## src/rtl/lsu_mem_port_if.sv

```systemverilog
// Request, data-memory and response bundle between the execute stage, the LSU back end and data memory.
interface lsu_mem_port_if #(
  parameter int unsigned TAG_W = 4
);
  logic             req_valid;
  logic             req_ready;
  logic             req_is_store;
  logic [2:0]       req_funct3;
  logic [31:0]      req_addr;
  logic [31:0]      req_wdata;
  logic [TAG_W-1:0] req_tag;

  logic [31:0]      mem_addr;
  logic [31:0]      mem_wdata;
  logic [3:0]       mem_we;
  logic             mem_re;
  logic [31:0]      mem_rdata;

  logic             resp_valid;
  logic             resp_ready;
  logic [TAG_W-1:0] resp_tag;
  logic [31:0]      resp_data;
  logic             resp_is_store;
  logic [1:0]       resp_err;

  // Environment side: issues requests, models memory, consumes responses
  modport master (
    output req_valid, req_is_store, req_funct3, req_addr, req_wdata, req_tag,
    output mem_rdata, resp_ready,
    input  req_ready, mem_addr, mem_wdata, mem_we, mem_re,
    input  resp_valid, resp_tag, resp_data, resp_is_store, resp_err
  );

  // LSU side
  modport slave (
    input  req_valid, req_is_store, req_funct3, req_addr, req_wdata, req_tag,
    input  mem_rdata, resp_ready,
    output req_ready, mem_addr, mem_wdata, mem_we, mem_re,
    output resp_valid, resp_tag, resp_data, resp_is_store, resp_err
  );
endinterface

```

## src/rtl/lsu_mem_port.sv

```systemverilog
// LSU back end: one request at a time, lane alignment for stores, extension for loads, tagged response.
module lsu_mem_port #(
  parameter int unsigned MEM_BYTES = 16384,
  parameter int unsigned TAG_W     = 4
) (
  input  logic           clk,
  input  logic           rst,
  lsu_mem_port_if.slave  bus
);
  localparam logic [31:0] MEM_LIMIT = 32'(MEM_BYTES);

  typedef enum logic [1:0] {IDLE, ACCESS, LOAD_DATA, RESP} state_e;

  state_e           state_q, state_d;
  logic [31:0]      addr_q, addr_d;
  logic [2:0]       f3_q, f3_d;
  logic             is_store_q, is_store_d;
  logic [TAG_W-1:0] tag_q, tag_d;
  logic [1:0]       err_q, err_d;
  logic [31:0]      resp_data_q, resp_data_d;
  logic             resp_valid_q, resp_valid_d;
  logic             req_ready_q, req_ready_d;
  logic [3:0]       mem_we_q, mem_we_d;
  logic             mem_re_q, mem_re_d;
  logic [31:0]      mem_wdata_q, mem_wdata_d;

  logic [1:0]       err_c;
  logic [3:0]       st_we_c;
  logic [31:0]      st_wdata_c;
  logic [31:0]      ld_shift_c;
  logic [15:0]      ld_half_c;
  logic [31:0]      ld_data_c;

  // Request classification and store lane placement from the incoming request
  always_comb begin
    err_c      = 2'b00;
    st_we_c    = 4'b0000;
    st_wdata_c = 32'h0;
    if (bus.req_is_store ? (bus.req_funct3 > 3'b010)
                         : (bus.req_funct3 == 3'b011 || bus.req_funct3[2:1] == 2'b11)) begin
      err_c = 2'b11;
    end else if ((bus.req_funct3[1:0] == 2'b01 && bus.req_addr[0]) ||
                 (bus.req_funct3[1:0] == 2'b10 && bus.req_addr[1:0] != 2'b00)) begin
      err_c = 2'b01;
    end else if (bus.req_addr >= MEM_LIMIT) begin
      err_c = 2'b10;
    end
    case (bus.req_funct3[1:0])
      2'b00: begin
        st_we_c    = 4'(4'b0001 << bus.req_addr[1:0]);
        st_wdata_c = {4{bus.req_wdata[7:0]}};
      end
      2'b01: begin
        st_we_c    = bus.req_addr[1] ? 4'b1100 : 4'b0011;
        st_wdata_c = {2{bus.req_wdata[15:0]}};
      end
      default: begin
        st_we_c    = 4'b1111;
        st_wdata_c = bus.req_wdata;
      end
    endcase
  end

  // Load byte/halfword selection and sign/zero extension from the registered read port
  always_comb begin
    ld_shift_c = bus.mem_rdata >> {addr_q[1:0], 3'b000};
    ld_half_c  = addr_q[1] ? bus.mem_rdata[31:16] : bus.mem_rdata[15:0];
    case (f3_q)
      3'b000:  ld_data_c = {{24{ld_shift_c[7]}}, ld_shift_c[7:0]};
      3'b100:  ld_data_c = {24'h0, ld_shift_c[7:0]};
      3'b001:  ld_data_c = {{16{ld_half_c[15]}}, ld_half_c};
      3'b101:  ld_data_c = {16'h0, ld_half_c};
      default: ld_data_c = bus.mem_rdata;
    endcase
  end

  // Next-state and registered-output values; memory strobes are single-cycle pulses in ACCESS
  always_comb begin
    state_d      = state_q;
    addr_d       = addr_q;
    f3_d         = f3_q;
    is_store_d   = is_store_q;
    tag_d        = tag_q;
    err_d        = err_q;
    resp_data_d  = resp_data_q;
    resp_valid_d = resp_valid_q;
    req_ready_d  = req_ready_q;
    mem_wdata_d  = mem_wdata_q;
    mem_we_d     = 4'b0000;
    mem_re_d     = 1'b0;
    case (state_q)
      IDLE: begin
        if (bus.req_valid) begin
          addr_d      = bus.req_addr;
          f3_d        = bus.req_funct3;
          is_store_d  = bus.req_is_store;
          tag_d       = bus.req_tag;
          err_d       = err_c;
          resp_data_d = 32'h0;
          req_ready_d = 1'b0;
          if (err_c != 2'b00) begin
            state_d      = RESP;
            resp_valid_d = 1'b1;
          end else begin
            state_d = ACCESS;
            if (bus.req_is_store) begin
              mem_we_d    = st_we_c;
              mem_wdata_d = st_wdata_c;
            end else begin
              mem_re_d = 1'b1;
            end
          end
        end
      end
      ACCESS: begin
        if (is_store_q) begin
          state_d      = RESP;
          resp_valid_d = 1'b1;
        end else begin
          state_d = LOAD_DATA;
        end
      end
      LOAD_DATA: begin
        resp_data_d  = ld_data_c;
        resp_valid_d = 1'b1;
        state_d      = RESP;
      end
      RESP: begin
        if (bus.resp_ready) begin
          state_d      = IDLE;
          resp_valid_d = 1'b0;
          resp_data_d  = 32'h0;
          req_ready_d  = 1'b1;
        end
      end
      default: state_d = IDLE;
    endcase
  end

  // State and output registers; reset kills any in-flight access at once
  always_ff @(posedge clk or posedge rst) begin
    if (rst) begin
      state_q      <= IDLE;
      addr_q       <= 32'h0;
      f3_q         <= 3'b000;
      is_store_q   <= 1'b0;
      tag_q        <= '0;
      err_q        <= 2'b00;
      resp_data_q  <= 32'h0;
      resp_valid_q <= 1'b0;
      req_ready_q  <= 1'b1;
      mem_we_q     <= 4'b0000;
      mem_re_q     <= 1'b0;
      mem_wdata_q  <= 32'h0;
    end else begin
      state_q      <= state_d;
      addr_q       <= addr_d;
      f3_q         <= f3_d;
      is_store_q   <= is_store_d;
      tag_q        <= tag_d;
      err_q        <= err_d;
      resp_data_q  <= resp_data_d;
      resp_valid_q <= resp_valid_d;
      req_ready_q  <= req_ready_d;
      mem_we_q     <= mem_we_d;
      mem_re_q     <= mem_re_d;
      mem_wdata_q  <= mem_wdata_d;
    end
  end

  assign bus.req_ready     = req_ready_q;
  assign bus.mem_addr      = addr_q;
  assign bus.mem_wdata     = mem_wdata_q;
  assign bus.mem_we        = mem_we_q;
  assign bus.mem_re        = mem_re_q;
  assign bus.resp_valid    = resp_valid_q;
  assign bus.resp_tag      = tag_q;
  assign bus.resp_data     = resp_data_q;
  assign bus.resp_is_store = is_store_q;
  assign bus.resp_err      = err_q;
endmodule

```

## src/flat_wrapper.sv

```systemverilog
// flat-port wrapper written by rule: the top's interface ports become plain ports
module lsu_mem_port_flat 
#(
  parameter int unsigned MEM_BYTES = 16384,
  parameter int unsigned TAG_W     = 4
)
  (clk, rst, bus_req_valid, bus_req_is_store, bus_req_funct3, bus_req_addr, bus_req_wdata, bus_req_tag, bus_mem_rdata, bus_resp_ready, bus_req_ready, bus_mem_addr, bus_mem_wdata, bus_mem_we, bus_mem_re, bus_resp_valid, bus_resp_tag, bus_resp_data, bus_resp_is_store, bus_resp_err);
  lsu_mem_port_if #(.TAG_W(TAG_W)) bus_i ();
  input  logic clk;
  input  logic rst;
  input wire logic [$bits(bus_i.req_valid)-1:0] bus_req_valid;
  input wire logic [$bits(bus_i.req_is_store)-1:0] bus_req_is_store;
  input wire logic [$bits(bus_i.req_funct3)-1:0] bus_req_funct3;
  input wire logic [$bits(bus_i.req_addr)-1:0] bus_req_addr;
  input wire logic [$bits(bus_i.req_wdata)-1:0] bus_req_wdata;
  input wire logic [$bits(bus_i.req_tag)-1:0] bus_req_tag;
  input wire logic [$bits(bus_i.mem_rdata)-1:0] bus_mem_rdata;
  input wire logic [$bits(bus_i.resp_ready)-1:0] bus_resp_ready;
  output wire logic [$bits(bus_i.req_ready)-1:0] bus_req_ready;
  output wire logic [$bits(bus_i.mem_addr)-1:0] bus_mem_addr;
  output wire logic [$bits(bus_i.mem_wdata)-1:0] bus_mem_wdata;
  output wire logic [$bits(bus_i.mem_we)-1:0] bus_mem_we;
  output wire logic [$bits(bus_i.mem_re)-1:0] bus_mem_re;
  output wire logic [$bits(bus_i.resp_valid)-1:0] bus_resp_valid;
  output wire logic [$bits(bus_i.resp_tag)-1:0] bus_resp_tag;
  output wire logic [$bits(bus_i.resp_data)-1:0] bus_resp_data;
  output wire logic [$bits(bus_i.resp_is_store)-1:0] bus_resp_is_store;
  output wire logic [$bits(bus_i.resp_err)-1:0] bus_resp_err;
  assign bus_i.req_valid = bus_req_valid;
  assign bus_i.req_is_store = bus_req_is_store;
  assign bus_i.req_funct3 = bus_req_funct3;
  assign bus_i.req_addr = bus_req_addr;
  assign bus_i.req_wdata = bus_req_wdata;
  assign bus_i.req_tag = bus_req_tag;
  assign bus_i.mem_rdata = bus_mem_rdata;
  assign bus_i.resp_ready = bus_resp_ready;
  assign bus_req_ready = bus_i.req_ready;
  assign bus_mem_addr = bus_i.mem_addr;
  assign bus_mem_wdata = bus_i.mem_wdata;
  assign bus_mem_we = bus_i.mem_we;
  assign bus_mem_re = bus_i.mem_re;
  assign bus_resp_valid = bus_i.resp_valid;
  assign bus_resp_tag = bus_i.resp_tag;
  assign bus_resp_data = bus_i.resp_data;
  assign bus_resp_is_store = bus_i.resp_is_store;
  assign bus_resp_err = bus_i.resp_err;
  lsu_mem_port #(.MEM_BYTES(MEM_BYTES), .TAG_W(TAG_W)) u_core (.clk(clk), .rst(rst), .bus(bus_i));
endmodule
```

## config.mk

```make
export PLATFORM = sky130hd
export DESIGN_NAME = lsu_mem_port_flat
export DESIGN_NICKNAME = d
export VERILOG_FILES = /design/src/rtl/lsu_mem_port_if.sv /design/src/rtl/lsu_mem_port.sv /design/src/flat_wrapper.sv
export SDC_FILE = /design/constraint.sdc
export NUM_CORES = 1
export LEC_CHECK = 0
export BUFFER_PORTS_ARGS = -buffer_cell sky130_fd_sc_hd__buf_2
export CAP_MARGIN = 5
export CORE_MARGIN = 1.5
export CORE_UTILIZATION = 35
export DETAILED_ROUTE_END_ITERATION = 7
export GPL_TIMING_DRIVEN = 0
export PLACE_DENSITY = 0.62
export SYNTH_ARGS = -nofsm -noshare
export SYNTH_HDL_FRONTEND = slang
export SYNTH_SLANG_ARGS = --single-unit
```

## constraint.sdc

```tcl
create_clock -name clk -period 4.2 [get_ports clk]
set_input_delay 1.05 -clock clk [delete_from_list [all_inputs] [get_ports clk]]
set_output_delay 1.05 -clock clk [all_outputs]
set_load 0.01 [all_outputs]
```

# Yosys cells after proc, flatten, opt, wreduce, memory -nomap -nowiden
# Cells that the tools add are included.
# word_totals
regBits	115
output_inout_bits	110
elab_cells	81
input_bits	108
# op_classes
shift	2
muxes	33
order_cmp	2
eq_ne	14
n_bitwise	1
reduce_logical	17
# ops
op	count
32-bit one-hot mux with 4 select lines	1
32-bit one-hot mux with 3 select lines	1
32-bit two-way mux	2
32-bit one-hot mux with 2 select lines	1
32-bit by 15-bit greater-or-equal comparator with 1-bit output (second input constant)	1
32-bit by 5-bit >> shifter with 8-bit output	1
4-bit two-way mux	5
16-bit two-way mux	1
1-bit two-way mux	12
2-bit two-way mux	6
2-bit == test (second input constant)	4
2-bit one-hot mux with 4 select lines	1
4-bit one-hot mux with 2 select lines	1
4-bit AND reduction	2
3-bit == test (second input constant)	2
3-bit AND reduction	2
2-bit nonzero test	3
2-bit by 1-bit == test with 1-bit output (second input constant)	2
2-bit logical NOT	2
2-bit by 1-bit inequality test with 1-bit output (second input constant)	2
2-bit inequality test (second input constant)	2
1-bit one-hot mux with 4 select lines	1
2-bit AND reduction	2
1-bit by 2-bit left shift with 4-bit output (first input constant)	1
other kinds (9)	11

# Depth between registers and ports, before layout
# logic_depth
word_depth	9
mapped_depth	10
depth_no_buf	7

# Worst setup path after synthesis
# OpenSTA, ideal clock, no wires.
# synth_path
path_kind	input to register
from	in bus_req_funct3[0]
to	reg u_core.mem_wdata_q[0] (netlist: u_core.bus.mem_wdata[0])
setup_slack_ns	1.561
cell_stages	6
t_required_ns	4.075
path_buffers	2
arrival_ns	2.514
path_cell_list	clkbuf_1 > nor4_2 > a21oi_1 > nor4_4 > buf_4 > mux2_2
# synth_between
elab_chain_cells	8
elab_cells_between_ends	14
cone_classes	1 x order compare; 3 x eq/ne; 3 x mux; 1 x bitwise; 6 x reduce/logical
# synth_lines
element	line_no	text
start, declared	flat_wrapper.sv:13	input wire logic [$bits(bus_i.req_funct3)-1:0] bus_req_funct3;
branches (longest 4 deep; another with 3-bit by 2-bit greater-than comparator with 1-bit output)	n/a	
2-bit two-way mux *	lsu_mem_port.sv:39	if (bus.req_is_store ? (bus.req_funct3 > 3'b010)
2-bit nonzero test *	lsu_mem_port.sv:101	if (err_c != 2'b00) begin
1-bit NOT (no source line) *	n/a	
4-bit AND reduction (no source line) *	n/a	
end signal, assigned	lsu_mem_port.sv:167	mem_wdata_q <= mem_wdata_d;
end, declared	lsu_mem_port.sv:25	logic [31:0] mem_wdata_q, mem_wdata_d;
# Mark *: on every way between the ends.
# A chain may end at the register's enable or synchronous reset.

# Worst setup path after layout
# layout_path
from	in bus_req_addr[31]
to	reg u_core.mem_wdata_q[1] (netlist: u_core.bus.mem_wdata[1])
# layout_between
elab_chain_cells	7
# layout_lines
element	line_no	text
start, declared	flat_wrapper.sv:14	input wire logic [$bits(bus_i.req_addr)-1:0] bus_req_addr;
32-bit by 15-bit greater-or-equal comparator with 1-bit output	lsu_mem_port.sv:45	end else if (bus.req_addr >= MEM_LIMIT) begin
2-bit two-way mux	lsu_mem_port.sv:45	
2-bit two-way mux	lsu_mem_port.sv:42	end else if ((bus.req_funct3[1:0] == 2'b01 && bus.req_addr[0]) ||
2-bit two-way mux	lsu_mem_port.sv:39	
2-bit nonzero test	lsu_mem_port.sv:101	
1-bit NOT (no source line)	n/a	
4-bit AND reduction (no source line)	n/a	
# Every way passes these cells.

==> impl_metrics.ini <==
[run_status]
status = finished, final reports clean

[route]
finalWirelength_mm = 15.2
drt_iter0_markers = 201
drc = 0
antenna_left = 0
first_pass_iters = 4
avgViaCountPerCell = 5.15
num_vias = 4538
wl_per_cell_um = 17.3

[clock_tree]
cts_resized = 0
cts_buffers = 17
cts_hold_buf = 0
cts_tree = built
clock_latency_ns = 0.41
clockRootBuffer = clkbuf_16
clk_path_buf_depth = 2
cts_setup_buffers = 0
clk_pin_slew_ns = 0.06
clkSinkCount = 115
h-tree-depth = 4

[logic_synthesis]
synth_nets = 562
yosysTopAreaCell = dfrtp_1
synth.avg_cell_area_um2 = 11.7
synth_top_cell_area_share = 0.542
ys_seq_elements = 115
synth_area_um2 = 5260
ys_seq_area_frac = 0.547
yosys_warnings = 0
ys.flop_type = dfrtp_1
synth.distinct_cells = 42
synth-edff-count = 0
synthArstFlopShare = 1.00
synth_area_leaders = dfrtp_1 54%, mux2_2 12%, mux2i_1 4.6%
synth_most_common_cell = dfrtp_1
synth_common_cells = 114 x dfrtp_1, 58 x mux2_2, 35 x nand2_1, 35 x nor2_1, 30 x o21ai_0
syn_inst = 449

[critical_path]
startpoint_type = input port
timing.rr.start = u_core.state_q[0]
worstReg2RegEnd = u_core.bus.resp_data[24]
end_kind = flop
cp-startpoint = bus_req_addr[31]
critPathArrivalTime_ns = 2.93
reg2regPathDepth = 10
critPathRequiredTime_ns = 4.49
rrSetupSlack_ns = 1.61
setup.worst_path.end = u_core.bus.mem_wdata[1]
cp_max_fo = 10
crit_type = in -> reg

[sta]
rsz0062_at_grt = no
finalCritPeriodShare = 0.629
setup_violations = 0
holdWs_ns = 0.481
period_minus_slack_ns = 2.64
tns_ns = 0
slew_viol_final = 0
finClkSkew_ns = 0.00491
finalHoldViolCount = 0
max_freq_ghz = 0.379
slew_headroom = 0.343
worst_slew_pin_slew_ns = 0.977

[flow_run]
maxCapViolations = 0

[global_routing]
antenna_found_initial = 1
grt_usage = 0.197
overflow = 0
grt_pass1_vias = 4749
grt_max_degree = 75
grt_first_pass_wirelength_mm = 24.4

[power_and_ir_drop]
power.leakage_nw = 3.72
vdd_drop_max_mv = 0.329
power.density_nw_per_um2 = 666

[die]
die_h_um = 126
start_util = 0.361
die_w_um = 126
pin_count = 218
rows = 44
die-area_um2 = 15800
core-area_um2 = 14600

[place]
gp_congestion = 0.822
place_hpwl_mm = 11.7
io_buffer_count = 215
dp_cells = 849

[final_layout]
diodes = 0
instances_no_fill = 881
fin_nets = 797
drive_gt1_frac = 0.466
syn_to_final_growth_pct = 37.5
fill_cells = 1362

[worst_hold_path]
hold_path_class = reg -> reg
[how the worst min path moves through the flow]
stage                        startpoint                        to  slack [ns]  cells after the start
2_1_floorplan            u_core.f3_q[2]            u_core.f3_q[2]        0.50                      1
3_3_place_gp    u_core.bus.resp_data[2]   u_core.bus.resp_data[2]        0.45                      2
3_5_place_dp   u_core.bus.mem_wdata[24]  u_core.bus.mem_wdata[24]        0.47                      1
4_1_cts         u_core.bus.resp_data[2]   u_core.bus.resp_data[2]        0.49                      2
5_1_grt         u_core.bus.resp_data[2]   u_core.bus.resp_data[2]        0.50                      2
6_report        u_core.bus.resp_data[2]   u_core.bus.resp_data[2]        0.48                      2
[cell families after synthesis]
family / synth area share
flip-flops: 0.547
adder cells (fa/ha/maj): 0.0119
AO/OA/AOI/OAI: 0.132
multiplexers: 0.193
AND/OR/NAND/NOR: 0.0825
buffers and inverters: 0.0338
[final cells by class]
class	instances	area, um^2	share of cell area
well taps	184	230	0.0318
multi-input cells	296	2210	0.305
clock inverters	13	183	0.0252
repair buffers	216	1100	0.152
flip-flops and latches	115	2880	0.398
inverters	9	38.8	0.00536
clock buffers	19	453	0.0626
plain buffers	29	144	0.0199
[critical path: stages]
cell and delay (ns):
buf_2 0.11, nor4_1 0.29, nand3_1 0.24, nor4_4 0.57, buf_4 0.30, mux2_2 0.36
[power breakdown]
part | internal, mW | switching [mW]
Clock | 1.02 | 0.513
Sequential | 1.43 | 0.177
Combinational | 0.755 | 0.923
Total | 3.21 | 1.61
[sequential cells by signal, summed over array words and instances (netlist names), 2 cells and up]
| register | cells |
|---|---|
| u_core.state_q | 2 |
| u_core.bus.resp_tag | 4 |
| u_core.bus.resp_data | 32 |
| u_core.bus.resp_err | 2 |
| u_core.bus.mem_addr | 32 |
| u_core.bus.mem_we | 4 |
| u_core.bus.mem_wdata | 32 |
| u_core.f3_q | 3 |
[routing by layer]
layer  up-vias  part of all wire  global-route usage
li1       2098                 -                   -
met1      2200              0.40               0.240
met2       220              0.47               0.318
met3        18              0.11              0.0811
met4         2             0.015              0.0655
met5         -           0.00066                   0
[metrics by stage]
stage / power, mW / instance area (um^2) / utilization / setup slack (ns)
2_1_floorplan: 2.66 / 5260 / - / 0.108
3_3_place_gp: 3.24 / 6570 / 0.450 / -1.24
3_5_place_dp: 3.31 / 6600 / 0.453 / 1.10
4_1_cts: 4.87 / 7240 / 0.496 / 1.54
5_1_grt: 5.11 / 7240 / 0.496 / 1.45
6_report: 4.82 / 7240 / 0.496 / 1.56
[layout by cell type (no fill, tap or decap), types with 2 or more instances in the layout]
master / netlist / layout
inv_1: 9 / 8
mux2_1: 7 / 7
nand3_1: 4 / 4
nor4_1: 4 / 4
buf_2: 4 / 219
dfrtp_1: 114 / 114
nor2_1: 35 / 35
nand2_1: 35 / 35
clkbuf_16: 0 / 17
a21boi_0: 6 / 6
clkbuf_1: 19 / 19
o22ai_1: 9 / 9
o41ai_1: 6 / 6
clkinvlp_4: 0 / 4
mux2i_1: 24 / 24
mux4_2: 2 / 2
clkinv_2: 0 / 3
a21oi_1: 28 / 28
bufinv_16: 0 / 4
a221o_1: 16 / 16
o21a_1: 3 / 3
clkinv_4: 0 / 2
ha_1: 5 / 5
nand2b_1: 2 / 2
nor2b_1: 3 / 3
o21ai_0: 30 / 30
clkbuf_8: 0 / 2
nor3_1: 2 / 2
mux2_2: 58 / 58
buf_4: 4 / 4
o31ai_1: 2 / 2
buf_6: 2 / 2
Note: power is estimated with default switching activity, not from simulation.
